<file path="src/rtl/updown_counter_pkg.sv">
// Shared constants for the up/down counter.
//   DIR_UP / DIR_DOWN   : encoding of the 'up' direction input
//   MODE_WRAP / MODE_SAT: encoding of the SATURATE parameter
package updown_counter_pkg;

    localparam logic DIR_UP   = 1'b1;
    localparam logic DIR_DOWN = 1'b0;

    localparam int unsigned MODE_WRAP = 0;
    localparam int unsigned MODE_SAT  = 1;

endpackage

</file>
<file path="src/rtl/counter_prescaler.sv">
// Enable prescaler: produces one tick every PRESCALE enabled cycles.
// Ports:
//   clk    : rising-edge clock
//   rst    : synchronous active-high reset
//   clr    : synchronous clear of the prescale phase (driven by load)
//   enable : advances the prescale phase; phase holds when low
//   tick   : combinational, high on the enabled cycle that completes a period
module counter_prescaler #(
    parameter int unsigned PRESCALE = 1,
    parameter int unsigned PWIDTH   = $clog2(PRESCALE + 1)
) (
    input  logic clk,
    input  logic rst,
    input  logic clr,
    input  logic enable,
    output logic tick
);

    localparam logic [PWIDTH-1:0] LAST = PWIDTH'(PRESCALE - 1);

    logic [PWIDTH-1:0] pre_cnt;
    logic [PWIDTH-1:0] pre_cnt_d;

    // Tick on the last phase of an enabled period; PRESCALE=1 degenerates to enable.
    assign tick = enable & (pre_cnt == LAST);

    // Next phase: clear has priority, then wrap on tick, then advance on enable.
    always_comb begin
        pre_cnt_d = pre_cnt;
        if (clr) begin
            pre_cnt_d = '0;
        end else if (tick) begin
            pre_cnt_d = '0;
        end else if (enable) begin
            pre_cnt_d = pre_cnt + PWIDTH'(1);
        end
    end

    // Phase register.
    always_ff @(posedge clk) begin
        if (rst) begin
            pre_cnt <= '0;
        end else begin
            pre_cnt <= pre_cnt_d;
        end
    end

endmodule

</file>
<file path="src/rtl/updown_counter.sv">
// Parametrised up/down counter with programmable terminal value, wrap or
// saturate behaviour, parallel load, enable prescaler, a registered
// terminal-count pulse and a sticky overflow flag.
// Ports:
//   clk      : rising-edge clock
//   rst      : synchronous active-high reset
//   enable   : count enable (gates the prescaler)
//   up       : direction, 1 = increment, 0 = decrement (sampled on tick)
//   load     : parallel load strobe
//   load_val : value loaded (clamped to MAX_VAL)
//   cnt      : current count, registered
//   tc       : one-cycle pulse on every boundary step, registered
//   ovf      : sticky boundary-crossing flag, cleared by rst or load
module updown_counter
    import updown_counter_pkg::*;
#(
    parameter int unsigned       WIDTH    = 32,
    parameter logic [WIDTH-1:0]  MAX_VAL  = {WIDTH{1'b1}},
    parameter int unsigned       SATURATE = 0,
    parameter int unsigned       PRESCALE = 1,
    parameter int unsigned       PWIDTH   = $clog2(PRESCALE + 1)
) (
    input  logic             clk,
    input  logic             rst,
    input  logic             enable,
    input  logic             up,
    input  logic             load,
    input  logic [WIDTH-1:0] load_val,
    output logic [WIDTH-1:0] cnt,
    output logic             tc,
    output logic             ovf
);

    logic             tick;
    logic             at_max;
    logic             at_zero;
    logic             boundary;
    logic [WIDTH-1:0] load_clamped;
    logic [WIDTH-1:0] cnt_d;
    logic             tc_d;
    logic             ovf_d;

    counter_prescaler #(
        .PRESCALE (PRESCALE),
        .PWIDTH   (PWIDTH)
    ) u_prescaler (
        .clk    (clk),
        .rst    (rst),
        .clr    (load),
        .enable (enable),
        .tick   (tick)
    );

    // Boundary detection; compares are explicit so non-power-of-two MAX_VAL wraps correctly.
    assign at_max   = (cnt == MAX_VAL);
    assign at_zero  = (cnt == '0);
    assign boundary = tick & ((up == DIR_UP) ? at_max : at_zero);

    // Load value clamped into the legal range; widened so the compare is never trivially constant.
    assign load_clamped = ({1'b0, load_val} > {1'b0, MAX_VAL}) ? MAX_VAL : load_val;

    // Next-state: load > tick > hold (reset handled in the register).
    always_comb begin
        cnt_d = cnt;
        tc_d  = 1'b0;
        ovf_d = ovf;
        if (load) begin
            cnt_d = load_clamped;
            ovf_d = 1'b0;
        end else if (boundary) begin
            tc_d  = 1'b1;
            ovf_d = 1'b1;
            if (SATURATE == MODE_WRAP) begin
                cnt_d = (up == DIR_UP) ? '0 : MAX_VAL;
            end
        end else if (tick) begin
            cnt_d = (up == DIR_UP) ? (cnt + WIDTH'(1)) : (cnt - WIDTH'(1));
        end
    end

    // Output registers.
    always_ff @(posedge clk) begin
        if (rst) begin
            cnt <= '0;
            tc  <= 1'b0;
            ovf <= 1'b0;
        end else begin
            cnt <= cnt_d;
            tc  <= tc_d;
            ovf <= ovf_d;
        end
    end

endmodule

</file>
<file path="config.mk">
export PLATFORM = sky130hd
export DESIGN_NAME = updown_counter
export DESIGN_NICKNAME = d
export VERILOG_FILES = /design/src/rtl/updown_counter_pkg.sv /design/src/rtl/counter_prescaler.sv /design/src/rtl/updown_counter.sv
export SDC_FILE = /design/constraint.sdc
export NUM_CORES = 1
export LEC_CHECK = 0
export CAP_MARGIN = 20
export CORE_ASPECT_RATIO = 1.75
export CORE_UTILIZATION = 30
export DETAILED_ROUTE_END_ITERATION = 8
export SYNTH_ARGS = -nofsm -noshare
export SYNTH_HDL_FRONTEND = slang
export SYNTH_SLANG_ARGS = --single-unit
</file>
<file path="constraint.sdc">
create_clock -name clk -period 4.3 [get_ports clk]
set_input_delay 0.43 -clock clk [delete_from_list [all_inputs] [get_ports clk]]
set_output_delay 0.43 -clock clk [all_outputs]
set_load 0.005 [all_outputs]
</file>
# Yosys cells after proc, flatten, opt, wreduce, memory -nomap -nowiden
# Index checks and enable logic that the tools add are counted.
# op_classes
n_mux	7
n_reduce_logical	4
bitwise	3
n_addsub	3
n_eq_ne	1
# ops
operator	n
32-bit 2-to-1 mux	5
32-bit by 1-bit adder with 32-bit output (second input constant)	1
32-bit equality test (second input constant)	1
32-bit zero test	1
32-bit by 1-bit subtractor with 32-bit output (second input constant)	1
3-bit nonzero test	1
3-bit OR reduction	1
1-bit AND	2
1-bit 2-to-1 mux	2
2-bit OR reduction	1
1-bit adder (second input constant)	1
1-bit NOT	1
# totals
out_inout_bits	34
reg_bits	35
word_cells	22
in_bits	37

# Longest topological paths before layout
# logic_depth
word_depth	5
mapped_depth	12

# Hierarchy
# From an unflattened synthesis, not the netlist that was laid out.
# hier_totals
hier_cells	467
area_unflattened_um2	3304.4
# modules_own_cells
module	area_per_inst_um2	cells_each	seq_area_each_um2	instances
updown_counter	3263.1	464	680.7	1
counter_prescaler	41.3	3	20.0	1

# Worst setup path after synthesis
# No wires, ideal clock.
# synth_timing
path_type	input to register
from	input up
to	register cnt[15]
required_ns	4.163
path_slack_ns	1.188
path_stages	11
arrival_ns	2.975
setup_time_ns	0.137
cell_sequence	inv_1 ha_1 a211oi_1 o21ai_1 a31oi_1 o211ai_2 a221o_1 a21oi_1 xnor2_1 a21oi_1 nor3_2
# synth_between
elab_chain_cells	4
# synth_rtl
element	line_no	text
from (decl)	updown_counter.sv:26	input logic up,
32-bit 2-to-1 mux or 1-bit 2-to-1 mux (tied branches)	updown_counter.sv:77, updown_counter.sv:57	
32-bit 2-to-1 mux or 1-bit AND (tied branches)	updown_counter.sv:76, updown_counter.sv:57	
32-bit 2-to-1 mux	updown_counter.sv:70	end else if (boundary) begin
32-bit 2-to-1 mux	updown_counter.sv:67	if (load) begin
to (signal assigned)	updown_counter.sv:88	cnt <= cnt_d;
to (decl)	updown_counter.sv:29	output logic [WIDTH-1:0] cnt,
# Parallel ways exist; a longest one is shown, timed or not. The select of a mux whose other input is x is not followed.
# A chain may end at the register's enable or synchronous reset.

# Final worst setup path
# layout_timing
from	input up
to	register cnt[30]
# The elaborated chain is that of the path after synthesis.

==> reports/qor.txt <==
Status -> finished, violations left
Critical Path End Type -> flop
Cell Area, Synth -> 3570 sq um
FF-to-FF End -> cnt[30]
Hold_buf cts -> 0
Post-route DRC -> 2
Grt ovf -> 0
Buf/Inv on CP -> 3
Design area -> 4530 sq um
Net count after synthesis -> 566
Synth warn -> 0
Worst hold path depth -> 2
Critical path type -> primary input to flop
ANT cells -> 0
Gpl congestion -> 0.859
Nets -> 621
Initial drt markers -> 160
Setup ws final -> 944 ps
Root Driver -> clkbuf_16
Clock Skew -> 8.97 ps
Slew Limit Headroom -> 40.1%
Maximum buffer depth of the clock tree -> 2
P per Cell Area -> 302 nW/um^2
Slowest Stage Delay on Critical Path -> 480 ps
Row count -> 52
Finish-stage setup viols -> 0
Initial antenna violation count -> 0
Die Span Y -> 146 microns
Post-synth top area share -> 19.6%
Placement Setup Slack -> 648 ps
Reg2Reg Launch Point -> cnt[0]
Share of layout cells above drive strength 1 -> 10.1%
Maximum fanout along the worst path -> 23
CP max stage cell -> clkdlybuf4s50_1
Vias per inst -> 5.59
Synth Flop Type -> dfxtp_1
Number of flops mapped to enable cells by yosys -> 0
First-pass GRT wire length -> 19000 microns
Routed Antenna Nets -> 0
Crit path cell chain -> clkdlybuf4s50_1, inv_1, buf_4, ha_1, nor2b_1, o31a_1, o211ai_1, a211o_1, a31oi_2, a21oi_1, and3_1, nor3_1, nor3_1
H-Tree Level Count -> 2
Failing checks -> design-rule violations
Setup crit end -> cnt[30]
Drt first pass iters -> 7
RSZ-0062 raised after global routing -> no
Post-synth cell types -> 50
Synth area leaders -> dfxtp_1 20%, ha_1 11%, a21oi_1 10%, nor2_1 9.1%, nor3_2 5.9%
Final Hold Fails -> 0
Post-layout util -> 39.1%
Most frequent CP cell -> nor3_1
Fin Setup TNS -> 0 ps
Seq/Total Area, Yosys -> 19.6%
Die width -> 84.5 microns
Crit path DAT -> 3490 ps
Post-CTS Setup Repair Bufs -> 0
Placed instance count -> 681
Static Leak -> 1.80 nW
Worst VDD drop -> 0.157 mV
Vias in the first global route -> 3830
R2R Setup Slk -> 1230 ps
Area post-placement -> 4360 sq um
Clock Latency Late Sink -> 290 ps
Non-filler cells in the finished layout -> 689
Critical path's top delay family -> compound AO/OA/AOI/OAI gates
Slew Limit Fails -> 0
#FFs+latches synth -> 35
Gate Count Post-Synth -> 498
Critical path depth -> 13
Port bufs -> 70
Initial Util -> 30.9%
R2r worst-path depth -> 11
Fmax -> 298 MHz
CP startpoint kind -> primary input
GRT Total Usage -> 19.2%
Max-cap violation count -> 0
Routed WL -> 11600 microns
Vias -> 3850
Core Box Area -> 11600 sq um
Area Overhead vs Synth -> 26.7%
DP HPWL -> 8650 microns
Post-synth top area cell -> dfxtp_1
CP startpoint -> up
Slew @ Worst Pin -> 899 ps
Clock tree sinks -> 35
Hold Crit Class -> flop to flop
Die Footprint -> 12400 sq um
I/O Pins -> 71
Fin crit share -> 78.0%
Wirelength per Cell -> 16.8 microns
Number of CTS-inserted buffers -> 5
Clk pin slew, worst setup/hold paths -> 60 ps
Post_cts resized -> 0
Crit path time final -> 3360 ps
Ys async rst share -> 0%
Data required, critical path -> 4440 ps
Pin count of the biggest net entering global routing -> 69
Avg Cell Area, Syn -> 7.18 sq um
TritonCTS clock tree -> done
cell usage in the layout, fill, tap and decap left out, types with 4 or more instances in the layout:
cell type	synthesis	final
ha_1	30	30
and3_1	8	8
o21ai_0	17	17
dfxtp_1	35	35
a211oi_1	8	8
a21oi_2	10	10
a21o_1	12	12
xor2_1	8	8
nor3_2	21	21
clkdlybuf4s50_1	0	68
nor3_1	17	17
xnor2_1	18	18
nand4_1	17	17
a41oi_1	5	5
nor2b_1	5	4
a21oi_1	74	74
inv_1	9	9
buf_4	0	8
clkbuf_16	0	5
nand3_1	7	7
nand2_1	28	28
o21a_1	5	5
or3_1	5	5
a31oi_1	5	5
nor2_1	87	87
nor4_1	7	7
synth_stat cells, types with 6 or more instances:
cell,n
nor2_1,87
a21oi_1,74
dfxtp_1,35
ha_1,30
nand2_1,28
nor3_2,21
clkbuf_1,19
xnor2_1,18
nand4_1,17
nor3_1,17
o21ai_0,17
a21o_1,12
a21oi_2,10
inv_1,9
a211oi_1,8
and3_1,8
xor2_1,8
nand3_1,7
nor4_1,7
buf_1,6
power by group:
| group | switching, W | internal (W) | total, W |
|---|---|---|---|
| sequential | 0.0000390 | 0.000350 | 0.000389 |
| combinational | 0.000279 | 0.000245 | 0.000525 |
| clock | 0.000164 | 0.000289 | 0.000453 |
registers in the layout, summed over array words and instances, names as in the netlist:
signal and flops:
cnt 32, tc 1, ovf 1, u_prescaler.pre_cnt 1
worst register-to-register path, stage by stage, from the launching register on:
cell	delay, ps
dfxtp_1	490
inv_1	100
fa_1	430
nor2b_1	160
o31a_1	230
o211ai_1	190
a211o_1	380
a31oi_2	350
a21oi_1	150
and3_1	190
nor3_1	170
nor3_1	70
final cells by class:
class / instances / area [sq um]
Inverter: 9 / 33.8
Clock buffer: 6 / 139
Timing Repair Buffer: 78 / 751
Multi-Input combinational cell: 424 / 2700
Tap cell: 135 / 169
Clock inverter: 2 / 35.0
Sequential cell: 35 / 701
Fill cell: 1280 / 7050
per-stage QoR:
stage / hold WS [ps] / total power [W]
2_1_floorplan: 450 / 0.000743
3_3_place_gp: 449 / 0.000916
3_5_place_dp: 456 / 0.000921
4_1_cts: 472 / 0.00138
5_1_grt: 513 / 0.00144
6_report: 465 / 0.00137
routing by layer:
layer  share of wire [%]  global-route usage [%]  vias up
met2                  55                    38.0       94
li1                    -                       -     1937
met4                 2.4                    6.86        0
met3                 3.3                    1.53       17
met1                  39                    20.6     1802
met5                   0                       0        -
kinds of logic (layout without fill, tap and decap cells):
family,count (synthesis),count (layout),synth area share [%]
AOI/OAI and AO/OA,157,157,27.6
xor gates and xnor gates,26,26,6.37
adders and majority gates,31,31,11.1
buffers and inverters,39,95,4.90
DFF,35,35,19.6
muxes,2,2,0.560
and+or+nand+nor,208,208,29.9
worst min-delay path by stage:
stage                        start                   to
5_1_grt        u_prescaler.pre_cnt  u_prescaler.pre_cnt
3_3_place_gp                   ovf                  ovf
6_report                       ovf                  ovf
4_1_cts                        ovf                  ovf
3_5_place_dp                   ovf                  ovf
2_1_floorplan                  ovf                  ovf
Power figures use the tool's default switching activity.
